### src/rtl/mem_arbiter.sv
// Round-robin arbiter and sequencer sharing one fixed-latency memory between
// the CPU and a debug/loader port; one access at a time with a per-port ack.
module mem_arbiter #(
    parameter int AW      = 32,
    parameter int DW      = 32,
    parameter int MEM_LAT = 1
) (
    input  logic          clk,
    input  logic          reset,
    input  logic          cpu_req,
    input  logic          cpu_we,
    input  logic [AW-1:0] cpu_addr,
    input  logic [DW-1:0] cpu_wdata,
    output logic [DW-1:0] cpu_rdata,
    output logic          cpu_ack,
    input  logic          dbg_req,
    input  logic          dbg_we,
    input  logic [AW-1:0] dbg_addr,
    input  logic [DW-1:0] dbg_wdata,
    output logic [DW-1:0] dbg_rdata,
    output logic          dbg_ack,
    input  logic          dbg_lock,
    output logic          mem_en,
    output logic          mem_we,
    output logic [AW-1:0] mem_addr,
    output logic [DW-1:0] mem_wdata,
    input  logic [DW-1:0] mem_rdata
);

    typedef enum logic [1:0] {IDLE, ISSUE, WAIT, ACK} state_t;

    localparam logic       GNT_CPU = 1'b0;
    localparam logic       GNT_DBG = 1'b1;
    localparam logic [2:0] LAT_LD  = 3'(MEM_LAT);

    state_t     state, state_nxt;
    logic [2:0] cnt;
    logic       last_grant;
    logic       gnt;
    logic       we_lat;
    logic       cpu_elig;
    logic       dbg_elig;
    logic       grant_any;
    logic       pick;
    logic       capture;

    always_comb begin
        cpu_elig  = cpu_req & ~dbg_lock;
        dbg_elig  = dbg_req;
        grant_any = cpu_elig | dbg_elig;
        // On a tie the port not granted last wins; otherwise the lone requester.
        if (cpu_elig && dbg_elig) begin
            pick = ~last_grant;
        end else begin
            pick = dbg_elig ? GNT_DBG : GNT_CPU;
        end
        capture   = (state == WAIT) && (cnt == 3'd1);
        state_nxt = state;
        case (state)
            IDLE:    if (grant_any) state_nxt = ISSUE;
            ISSUE:   state_nxt = WAIT;
            WAIT:    if (cnt == 3'd1) state_nxt = ACK;
            ACK:     state_nxt = IDLE;
            default: state_nxt = IDLE;
        endcase
    end

    always_ff @(posedge clk or posedge reset) begin
        if (reset) begin
            state <= IDLE;
        end else begin
            state <= state_nxt;
        end
    end

    always_ff @(posedge clk or posedge reset) begin
        if (reset) begin
            cnt        <= 3'd0;
            last_grant <= GNT_DBG;
            gnt        <= GNT_CPU;
            we_lat     <= 1'b0;
            mem_en     <= 1'b0;
            mem_we     <= 1'b0;
            mem_addr   <= '0;
            mem_wdata  <= '0;
            cpu_ack    <= 1'b0;
            dbg_ack    <= 1'b0;
            cpu_rdata  <= '0;
            dbg_rdata  <= '0;
        end else begin
            mem_en  <= 1'b0;
            mem_we  <= 1'b0;
            cpu_ack <= 1'b0;
            dbg_ack <= 1'b0;
            case (state)
                IDLE: begin
                    if (grant_any) begin
                        gnt        <= pick;
                        last_grant <= pick;
                        mem_en     <= 1'b1;
                        if (pick == GNT_DBG) begin
                            we_lat    <= dbg_we;
                            mem_we    <= dbg_we;
                            mem_addr  <= dbg_addr;
                            mem_wdata <= dbg_wdata;
                        end else begin
                            we_lat    <= cpu_we;
                            mem_we    <= cpu_we;
                            mem_addr  <= cpu_addr;
                            mem_wdata <= cpu_wdata;
                        end
                    end
                end
                ISSUE: cnt <= LAT_LD;
                WAIT: begin
                    cnt <= cnt - 3'd1;
                    // Final wait cycle: memory data is valid now; ack shows next cycle.
                    if (capture) begin
                        if (!we_lat && gnt == GNT_CPU) cpu_rdata <= mem_rdata;
                        if (!we_lat && gnt == GNT_DBG) dbg_rdata <= mem_rdata;
                        cpu_ack <= (gnt == GNT_CPU);
                        dbg_ack <= (gnt == GNT_DBG);
                    end
                end
                default: ;
            endcase
        end
    end

endmodule

### config.mk
export PLATFORM = sky130hd
export DESIGN_NAME = mem_arbiter
export DESIGN_NICKNAME = d
export VERILOG_FILES = /design/src/rtl/mem_arbiter.sv
export SDC_FILE = /design/constraint.sdc
export NUM_CORES = 1
export LEC_CHECK = 0
export ABC_AREA = 1
export CORE_ASPECT_RATIO = 0.5
export CORE_UTILIZATION = 35
export CTS_CLUSTER_SIZE = 14
export DETAILED_ROUTE_END_ITERATION = 7
export PLACE_DENSITY_LB_ADDON = 0.12
export SYNTH_ARGS = -nofsm -noshare
export SYNTH_HDL_FRONTEND = slang
export SYNTH_SLANG_ARGS = --single-unit
### constraint.sdc
create_clock -name clk -period 7.7 [get_ports clk]
set_input_delay 0.77 -clock clk [delete_from_list [all_inputs] [get_ports clk]]
set_output_delay 0.77 -clock clk [all_outputs]
set_load 0.01 [all_outputs]
# After elaboration in Yosys (flattened, before gate mapping)
# Index checks and enable logic that the tools add are counted.
[op_classes]
n_reduce_logical = 11
eq_ne = 6
addsub = 1
n_mux = 17
bitwise = 5
[ops]
columns = ["cell", "count"]
rows = [
  ["2-to-1 mux 32 bit", 2],
  ["2-to-1 mux 1 bit", 11],
  ["one-hot mux 2 bit (4 select lines)", 1],
  ["one-hot mux 3 bit (2 select lines)", 1],
  ["AND reduction 3 bit", 2],
  ["== test 2 bit, second input constant", 2],
  ["logical AND 1 bit", 4],
  ["2-to-1 mux 2 bit", 2],
  ["AND reduction 2 bit", 2],
  ["== test 3 x 1 -> 1 bit, second input constant", 1],
  ["inverter 1 bit", 3],
  ["subtractor 3 x 1 -> 3 bit, second input constant", 1],
  ["== test 2 x 1 -> 1 bit, second input constant", 1],
  ["logical NOT 2 bit", 1],
  ["inequality test 2 x 1 -> 1 bit, second input constant", 1],
  ["inequality test 2 bit, second input constant", 1],
  ["nonzero test 2 bit", 1],
  ["AND 1 bit", 1],
  ["logical NOT 1 bit", 1],
  ["bitwise OR 1 bit", 1],
]
[totals]
register_bits = 140
in_bits = 167
out_inout_bits = 132

# Logic depth before layout (Yosys ltp)
# Gate-level depths: netlist of run 1.
[depth]
depth_word = 7
depth_mapped = 9
mapped_depth_nobuf = 8

# Worst setup path before layout of run 1
# OpenSTA, ideal clock, no wires.
[synth_path]
path_type = "in2reg"
from = "input port dbg_lock"
to = "register mem_addr[10]"
cell_stages = 8
arrival_time_ps = 1610
required_time_ps = 7582
n_path_buf = 2
setup_slack_ps = 5972
cell_sequence = "inv_1 -> nand3_1 -> nand2_1 -> buf_2 -> buf_1 -> nand2_1 -> nand3_1 -> nand2_1"
[synth_via]
elab_chain_cells = 5
[synth_lines]
columns = ["item", "line", "source"]
rows = [
  ["from (decl)", "22", "input logic dbg_lock,"],
  ["inverter 1 bit (*)", "48", "cpu_elig = cpu_req & ~dbg_lock;"],
  ["AND 1 bit (*)", "48", ""],
  ["logical AND 1 bit", "52", "if (cpu_elig && dbg_elig) begin"],
  ["2-to-1 mux 1 bit", "52", ""],
  ["2-to-1 mux 32 bit", "101", "if (pick == GNT_DBG) begin"],
  ["to (signal assigned)", "104", "mem_addr <= dbg_addr;"],
  ["to (signal assigned)", "109", "mem_addr <= cpu_addr;"],
  ["to (decl)", "25", "output logic [AW-1:0] mem_addr,"],
]
# Mark *: on every way between the ends. The rest lies on a longest branch, timed or not.
# A chain may end at the register's enable or synchronous reset.

# Final worst setup path of run 1
[layout_path]
from = "register we_lat"
to = "register dbg_rdata[22]"
[layout_via]
elab_chain_cells = 3
[layout_lines]
columns = ["item", "line", "source"]
rows = [
  ["from (decl)", "40", "logic we_lat;"],
  ["from (signal assigned)", "102", "we_lat <= dbg_we;"],
  ["from (signal assigned)", "107", "we_lat <= cpu_we;"],
  ["logical NOT 1 bit", "120", "if (!we_lat && gnt == GNT_DBG) dbg_rdata <= mem_rdata;"],
  ["logical AND 1 bit", "120", ""],
  ["AND reduction 3 bit (no line)", "--", ""],
  ["to (signal assigned)", "120", ""],
  ["to (decl)", "20", "output logic [DW-1:0] dbg_rdata,"],
]
# Every way passes these cells.

==> results.yml, run 1 <==
critical_path:
  crit_family: "simple AND/OR/NAND/NOR gates"
  worst-setup-path-type: "reg2reg"
  cp-end-kind: "flop"
  cp-start-kind: "flop"
  required_ps: 8050
  crit_chain: "inv_2 > nand2_1 > nor2_2 > buf_4 > nand2_1 > nand2_1"
  path_max_fanout: 34
  max_stage_delay_ps: 740
  cp.arrival_ps: 3160
  crit_slowest_cell: "nand2_1"
  cpMostUsedCell: "nand2_1"
  timing.critical_path.depth: 6
  worst-path-buf-inv: 2
  reg2reg_depth: 6
finish:
  multi_input_area_sq_um: 2412
  final_nets: 1331
  drive_gt1_share_pct: 4.348
  diodes: 0
  design_area_sq_um: 10400
  num-fill-cells: 1775
  regArea_sq_um: 3505
  syn2layout_area_growth_pct: 55.81
grt:
  grt_max_degree: 75
  grt_pass1_wl_microns: 31780
  antenna_found_initial: 0
  grt_pass1_vias: 6351
  grt.total_usage_pct: 20.53
  grt-ovfl-total: 0
place:
  globalplace.congestion: 0.7793
  dpl.hpwl_microns: 13440
  postPlaceCellArea_sq_um: 9817
  portBuffers: 298
sta:
  timing.final.crit_share_pct: 36.47
  finalHoldViolations: 0
  worst_slew_pin_slew_ps: 1285
  finalCriticalPeriod_ps: 2808
  fmaxAchievable_ghz: 0.3561
  clock_skew_ps: 12.30
  finalSetupViolations: 0
  fin_setup_tns_ps: 0
  slew_headroom_pct: 14.05
  maxSlewViolCount: 0
  grt_setup_unrepaired: "no"
clock_tree:
  htreeDepth: 4
  clock_latency_ps: 420
  tritoncts: "yes"
  post-cts-setup-buffers: 0
  clock-root-buffer: "clkbuf_16"
  ctsResizeCount: 0
  clkSinkCount: 140
  clk_pin_slew_ps: 70
  clockBufferDepth: 2
  cts_hold_buf: 0
  cts_buffers: 17
floorplan:
  core_sq_um: 18520
  initial_core_util_pct: 36.04
  fp-row-count: 35
  dieArea_sq_um: 19660
  dieWidth_microns: 197.3
  ios: 299
  die_height_microns: 99.66
power:
  p_per_area_nw_per_um2: 376.2
  leakage_nw: 5.274
  total_power_w: 0.003914
  peakVddDrop_uv: 177.2
detailed_routing:
  ant_nets: 0
  avgViaCountPerCell: 4.533
  wl_per_cell_microns: 13.95
  dr.pass1.iters: 4
  drc: 0
  wirelength_microns: 19970
  drt-initial-drc-count: 255
  via_count: 6491
yosys:
  netlist_area_sq_um: 6676
  synth_area_leaders: "dfrtp_1 (52%), nand2_1 (19%), nand3_1 (12%), inv_1 (7.9%), o21ai_0 (2.7%)"
  synth_nets: 1060
  syn_inst: 889
  yosysWarnings: 0
  synth-main-ff-cell: "dfrtp_1"
  ys_ff_latch: 140
  synth_top_area_cell: "dfrtp_1"
  yosysTopAreaCellShare_pct: 52.10
  synth_edf_count: 0
  synth_cell_types: 22
  synthArstFlopShare_pct: 100.0
  avgSynthCellArea_sq_um: 7.510
  synth_seq_area_share_pct: 52.49
hold_path:
  hold_class: "reg2reg"
  hold-path-cell-count: 2
status:
  status: "finished clean"
job:
  drv_cap: 0
[cell usage in the layout (no fill, tap or decap), types with 4 or more instances in the layout]
master / count
clkdlybuf4s50_1: 297
inv_1: 140
ha_1: 4
dfrtp_1: 139
o21ai_0: 36
nand3_1: 164
buf_4: 7
clkbuf_16: 17
nand2_1: 334
clkinvlp_4: 5
[worst paths after layout]
path / startpoint / endpoint / slack, ps
worst max-delay path: we_lat / dbg_rdata[22] / 4890
worst min-delay path: last_grant / last_grant / 470
worst max register to register: we_lat / dbg_rdata[22] / 4890
min in group asynchronous: reset / mem_en / 800
max in group asynchronous: reset / dbg_rdata[10] / 5500
worst min register to register: last_grant / last_grant / 470
[final cells by class]
type	count	area share (%)
clock buffers	19	4.258
inverters	144	5.244
clock inverters	13	1.371
multi-input cells	552	23.19
repair buffers	305	29.13
flip-flops and latches	140	33.69
well taps	259	3.115
[power breakdown]
group	leakage, nW	internal (W)	switching (W)
sequential	1.69	0.00111	0.000203
combinational	3.31	0.000895	0.000890
clock	0.272	0.000487	0.000329
[through the flow]
step / util [%] / hold WS, ps / instances / worst slack [ps]
2_1_floorplan: - / 441.9 / 889 / 3179
3_3_place_gp: 53.00 / 461.2 / 1400 / 4784
3_5_place_dp: 53.00 / 462.7 / 1400 / 4760
4_1_cts: 56.16 / 475.5 / 1432 / 4858
5_1_grt: 56.16 / 494.4 / 1432 / 4608
6_report: 56.16 / 473.8 / 1432 / 4892
[kinds of logic (layout without fill, tap and decap cells)]
family	Yosys count	in the layout	share of synthesized area (%)
flops	140	140	52.49
buf+inv	197	481	11.64
simple gates	506	506	31.77
xor+xnor	1	1	0.1312
fa+ha+maj	4	4	0.7497
compound gates	41	41	3.223
[Yosys cell counts, types with 2 or more instances]
cell type	count
o21ai_0	36
inv_2	3
dfrtp_1	139
clkbuf_1	28
buf_4	3
nor2_1	2
o211ai_1	2
buf_2	21
nand2_1	335
inv_1	141
nand3_1	165
ha_1	4
[metal layers]
metal  global-route usage, %  part of all wire, %
met1                   25.93                   45
met2                   34.13                   48
met3                   6.443                  5.9
met4                   5.426                  1.1
met5                       0                    0
[worst min-delay path: stages, from the launching register on]
cell and delay, ps:
dfstp_2 370, nand2_1 50, nand2_1 50
[flip-flops by register name, indices dropped and copies added, names as in the netlist]
name        cells
cpu_rdata      32
mem_addr       32
dbg_ack         1
mem_we          1
state           2
gnt             1
mem_en          1
last_grant      1
cnt             3
mem_wdata      32
cpu_ack         1
dbg_rdata      32
we_lat          1
No activity file was read; power rests on OpenSTA's default activity.
==> inputs of run 2 (changes only) <==
==> constraint.sdc (replaced) <==
create_clock -name clk -period 2.5 [get_ports clk]
set_input_delay 0.25 -clock clk [delete_from_list [all_inputs] [get_ports clk]]
set_output_delay 0.25 -clock clk [all_outputs]
set_load 0.01 [all_outputs]
==> run 2 against run 1 <==
- critical path depth increased by 3
- clock-buffer cell count decreased by 1
- sequential share of layout area decreased by 0.47 points
- cell count increased by 0.77%
- non-clock buffer count increased by 11
- worst setup slack got worse by 4200 ps
- flip-flop and latch count unchanged
- clock skew increased by 1.9 ps
- register-to-register slack got worse by 4200 ps
- global-route usage increased by 0.78 points
- clock power increased to 3.2 times the previous value
- core utilization increased by 0.79 points
==> results.yml, run 2 (same netlist as run 1, synthesis figures left out) <==
floorplan:
  die_height_microns: 99.66
  initial_core_util_pct: 36.04
  dieArea_sq_um: 19660
  ios: 299
  dieWidth_microns: 197.3
  fp-row-count: 35
  core_sq_um: 18520
sta:
  fmaxAchievable_ghz: 0.5537
  worst_slew_pin_slew_ps: 804.4
  finalHoldViolations: 0
  finalCriticalPeriod_ps: 1806
  clock_skew_ps: 14.23
  slew_headroom_pct: 46.37
  fin_setup_tns_ps: 0
  grt_setup_unrepaired: "no"
  timing.final.crit_share_pct: 72.24
  worst_hold_slack_ps: 297.2
  maxSlewViolCount: 0
  finalSetupViolations: 0
place:
  dpl.cell_count: 1411
  portBuffers: 298
  dpl.hpwl_microns: 14230
  globalplace.congestion: 0.7608
detailed_routing:
  wl_per_cell_microns: 14.23
  drt-initial-drc-count: 243
  wirelength_microns: 20540
  drc: 0
  ant_nets: 0
  avgViaCountPerCell: 4.559
  dr.pass1.iters: 5
  via_count: 6578
grt:
  antenna_found_initial: 0
  grt.total_usage_pct: 21.30
  grt_max_degree: 80
  grt-ovfl-total: 0
  grt_pass1_vias: 6444
  grt_pass1_wl_microns: 32870
power:
  p_per_area_nw_per_um2: 1164
  p_clk_share_pct: 21.4
  leakage_nw: 5.364
  total_power_w: 0.01228
  swShare_pct: 36.13
  comb_power_share_pct: 45.8
  p_sw_w: 0.004438
  peakVddDrop_uv: 562.4
  power_frac_seq_pct: 32.8
  intPower_w: 0.007844
critical_path:
  reg2reg_depth: 9
  r2r-start: "cnt[1]"
  cp-end-kind: "flop"
  r2r-end: "cpu_rdata[6]"
  startpoint: "cnt[1]"
  path_max_fanout: 26
  cp.arrival_ps: 2160
  cp-start-kind: "flop"
  endpoint: "cpu_rdata[6]"
  worst-setup-path-type: "reg2reg"
  required_ps: 2850
  r2r_setup_slack_ps: 690
clock_tree:
  clock_latency_ps: 420
  post-cts-setup-buffers: 0
  clock-root-buffer: "clkbuf_16"
  tritoncts: "yes"
  ctsResizeCount: 0
  cts_buffers: 17
  htreeDepth: 4
  clockBufferDepth: 2
  cts_hold_buf: 0
  clk_pin_slew_ps: 70
  clkSinkCount: 140
finish:
  fin_cells: 1443
  syn2layout_area_growth_pct: 58.00
  diodes: 0
  fin_util_pct: 56.95
  layout_commonest_cell: "nand2_1"
  final_nets: 1342
  drive_gt1_share_pct: 5.236
  final_cell_mix: "nand2_1 (334), clkdlybuf4s50_1 (297), nand3_1 (164)"
hold_path:
  hold_class: "in2async"
status:
  status: "finished clean"
job:
  drv_cap: 0
==> run 2: cell types whose count changed in the layout (fill, tap and decap cells not counted) <==
cell | before | now
clkinvlp_4 | 5 | 2
clkbuf_8 | 1 | 0
clkinv_2 | 2 | 1
buf_4 | 7 | 15
inv_6 | 3 | 4
buf_12 | 0 | 3
clkinv_4 | 2 | 4
inv_8 | 0 | 1
bufinv_16 | 2 | 3
==> run 2: worst min path at each step <==
stage / start / end / slack (ps) / cells past startpoint
after floorplan: mem_rdata[29] / dbg_rdata[29] / 370 / 2
after global placement: state[0] / state[0] / 460 / 2
after detailed placement: state[0] / state[0] / 460 / 2
after CTS: reset / cpu_rdata[3] / 330 / 3
after global routing: reset / cpu_rdata[3] / 340 / 3
final: reset / cpu_rdata[3] / 300 / 3
==> run 2: through the flow <==
step / worst slack, ps / cell area, sq um
5_1_grt: 516.5 / 10550
6_report: 693.9 / 10550
3_5_place_dp: 569.1 / 9936
2_1_floorplan: 501.7 / 6680
4_1_cts: 663.7 / 10550
3_3_place_gp: 600.2 / 9936
==> run 2: routing by layer <==
metal	vias up	track usage (%)	part of all wire (%)
met5	-	0	0
met4	0	6.142	1.1
met3	17	5.086	5.1
met2	155	37.00	50
met1	3136	26.48	44
li1	3270	-	-
==> run 2: area by class of cell <==
type | instances | area (sq um)
clock buffer | 18 | 429.2
clock inverter | 14 | 183.9
fill | 1763 | 7975
inverter | 144 | 544.3
multi-input combinational | 552 | 2412
sequential | 140 | 3505
tap | 259 | 324.1
timing repair buffer | 316 | 3151
==> run 2: power groups by stage <==
stage / clock [W] / sequential [W] / combinational, W
after floorplan: 0 / 0.00451 / 0.00205
after global placement: 0 / 0.00402 / 0.00562
after detailed placement: 0 / 0.00404 / 0.00570
after CTS: 0.00269 / 0.00403 / 0.00571
after global routing: 0.00278 / 0.00416 / 0.00621
final: 0.00263 / 0.00402 / 0.00563
==> run 2: critical path: stages, from the launching register on <==
cell	delay, ps
dfrtp_1	360
inv_1	110
ha_1	170
inv_1	60
nor2_4	130
nand2_2	210
nor2_2	160
buf_4	310
nand3_1	120
nand2_1	90
==> inputs of run 3 (changes only) <==
==> constraint.sdc (replaced) <==
create_clock -name clk -period 1.8 [get_ports clk]
set_input_delay 0.18 -clock clk [delete_from_list [all_inputs] [get_ports clk]]
set_output_delay 0.18 -clock clk [all_outputs]
set_load 0.01 [all_outputs]
==> run 3 against run 2 <==
- flip-flop and latch count is the same
- design area increased by 1.6%
- critical path type unchanged
- worst setup slack got worse by 500 ps
- critical endpoint is now cpu_rdata[20]
- clock power increased by 43%
- first-iteration DRC count is 9.1% higher
- power rose by 42%
- critical path depth is the same
- global-route usage up 0.083 points
- via count up 2.1%
- combinational power grew 42%
- clock skew fell by 5.3 ps
==> results.yml, run 3 (same netlist as run 1, synthesis figures left out) <==
job:
  drv_cap: 0
sta:
  grt_setup_unrepaired: "no"
  maxSlewViolCount: 0
  clock_skew_ps: 8.894
  finalHoldViolations: 0
  slew_headroom_pct: 60.93
  timing.final.crit_share_pct: 89.05
  finalSetupViolations: 0
  fmaxAchievable_ghz: 0.6238
  worst_slew_pin_slew_ps: 584.8
  worst_hold_slack_ps: 183.6
  finalCriticalPeriod_ps: 1603
critical_path:
  required_ps: 2140
  cp.arrival_ps: 1940
  path_max_fanout: 33
  cp-end-kind: "flop"
  worst-setup-path-type: "reg2reg"
  cp-start-kind: "flop"
detailed_routing:
  dr.pass1.iters: 4
  wirelength_microns: 20700
  avgViaCountPerCell: 4.625
  wl_per_cell_microns: 14.25
  via_count: 6716
  drt-initial-drc-count: 265
  drc: 0
  ant_nets: 0
power:
  p_per_area_nw_per_um2: 1621
  total_power_w: 0.01738
  leakage_nw: 5.434
  peakVddDrop_uv: 685.6
hold_path:
  hold_class: "in2async"
place:
  dpl.cell_count: 1420
  dpl.hpwl_microns: 14640
  globalplace.congestion: 0.8183
  portBuffers: 298
finish:
  regArea_sq_um: 3505
  final_nets: 1351
  fin_cells: 1452
  multi_input_area_sq_um: 2412
  drive_gt1_share_pct: 5.868
  layout_commonest_cell: "nand2_1"
  diodes: 0
  fin_util_pct: 57.89
  syn2layout_area_growth_pct: 60.61
  final_cell_mix: "nand2_1 (334), clkdlybuf4s50_1 (297), nand3_1 (164)"
  num-fill-cells: 1750
grt:
  grt_max_degree: 41
  grt-ovfl-total: 0
  grt.total_usage_pct: 21.39
  antenna_found_initial: 0
  grt_pass1_vias: 6536
  grt_pass1_wl_microns: 33050
clock_tree:
  clockBufferDepth: 2
  clock_latency_ps: 410
  post-cts-setup-buffers: 0
  htreeDepth: 4
  clkSinkCount: 140
  clk_pin_slew_ps: 70
  cts_buffers: 17
  tritoncts: "yes"
  ctsResizeCount: 0
  cts_hold_buf: 0
  clock-root-buffer: "clkbuf_16"
floorplan:
  ios: 299
  dieArea_sq_um: 19660
  core_sq_um: 18520
  initial_core_util_pct: 36.04
  dieWidth_microns: 197.3
  die_height_microns: 99.66
  fp-row-count: 35
status:
  status: "finished clean"
-- run 3: critical path: stages, from the launching register on --
cell     delay, ps
dfrtp_1        360
inv_1           90
ha_1           140
inv_1           60
nor2_4         150
nand2_2        190
nor2_2         180
buf_12         220
nand3_1         90
nand2_1         80
-- run 3: worst paths after layout --
path / start / end / slack, ps / depth (start not counted)
worst max-delay path: cnt[1] / cpu_rdata[20] / 200 / 9
worst min-delay path: reset / cpu_rdata[5] / 180 / 2
worst max register to register: cnt[1] / cpu_rdata[20] / 200 / 9
worst min register to register: mem_wdata[13] / mem_wdata[13] / 480 / 2
max in group asynchronous: reset / last_grant / 1020 / 3
min in group clk: dbg_req / mem_addr[30] / 280 / 4
-- run 3: area by class of cell --
type | instances | area share [%]
Multi-Input combinational cell | 552 | 22.50
Inverter | 144 | 5.076
Sequential cell | 140 | 32.68
Clock inverter | 12 | 1.727
Tap cell | 259 | 3.022
Timing Repair Buffer | 325 | 30.83
Clock buffer | 20 | 4.166
-- run 3: metal layers --
layer	track usage (%)	vias to the layer above	wire length [microns]
li1	-	3299	-
met1	27.17	3200	9237
met2	35.73	199	10070
met3	5.426	18	1129
met4	7.096	0	259
met5	0	-	0
-- run 3: metrics by stage --
step,setup TNS [ps],cell area (sq um),worst slack (ps)
finish,0,10720,197.0
CTS,0,10720,168.9
global route,0,10720,32.88
floorplan,-17830,6680,-128.3
detailed placement,0,10090,174.6
global placement,0,10090,200.9
-- run 3: power breakdown --
group	switching [W]	leakage [nW]	internal (W)
Sequential	0.000867	1.69	0.00475
Clock	0.00140	0.294	0.00238
Combinational	0.00392	3.45	0.00407
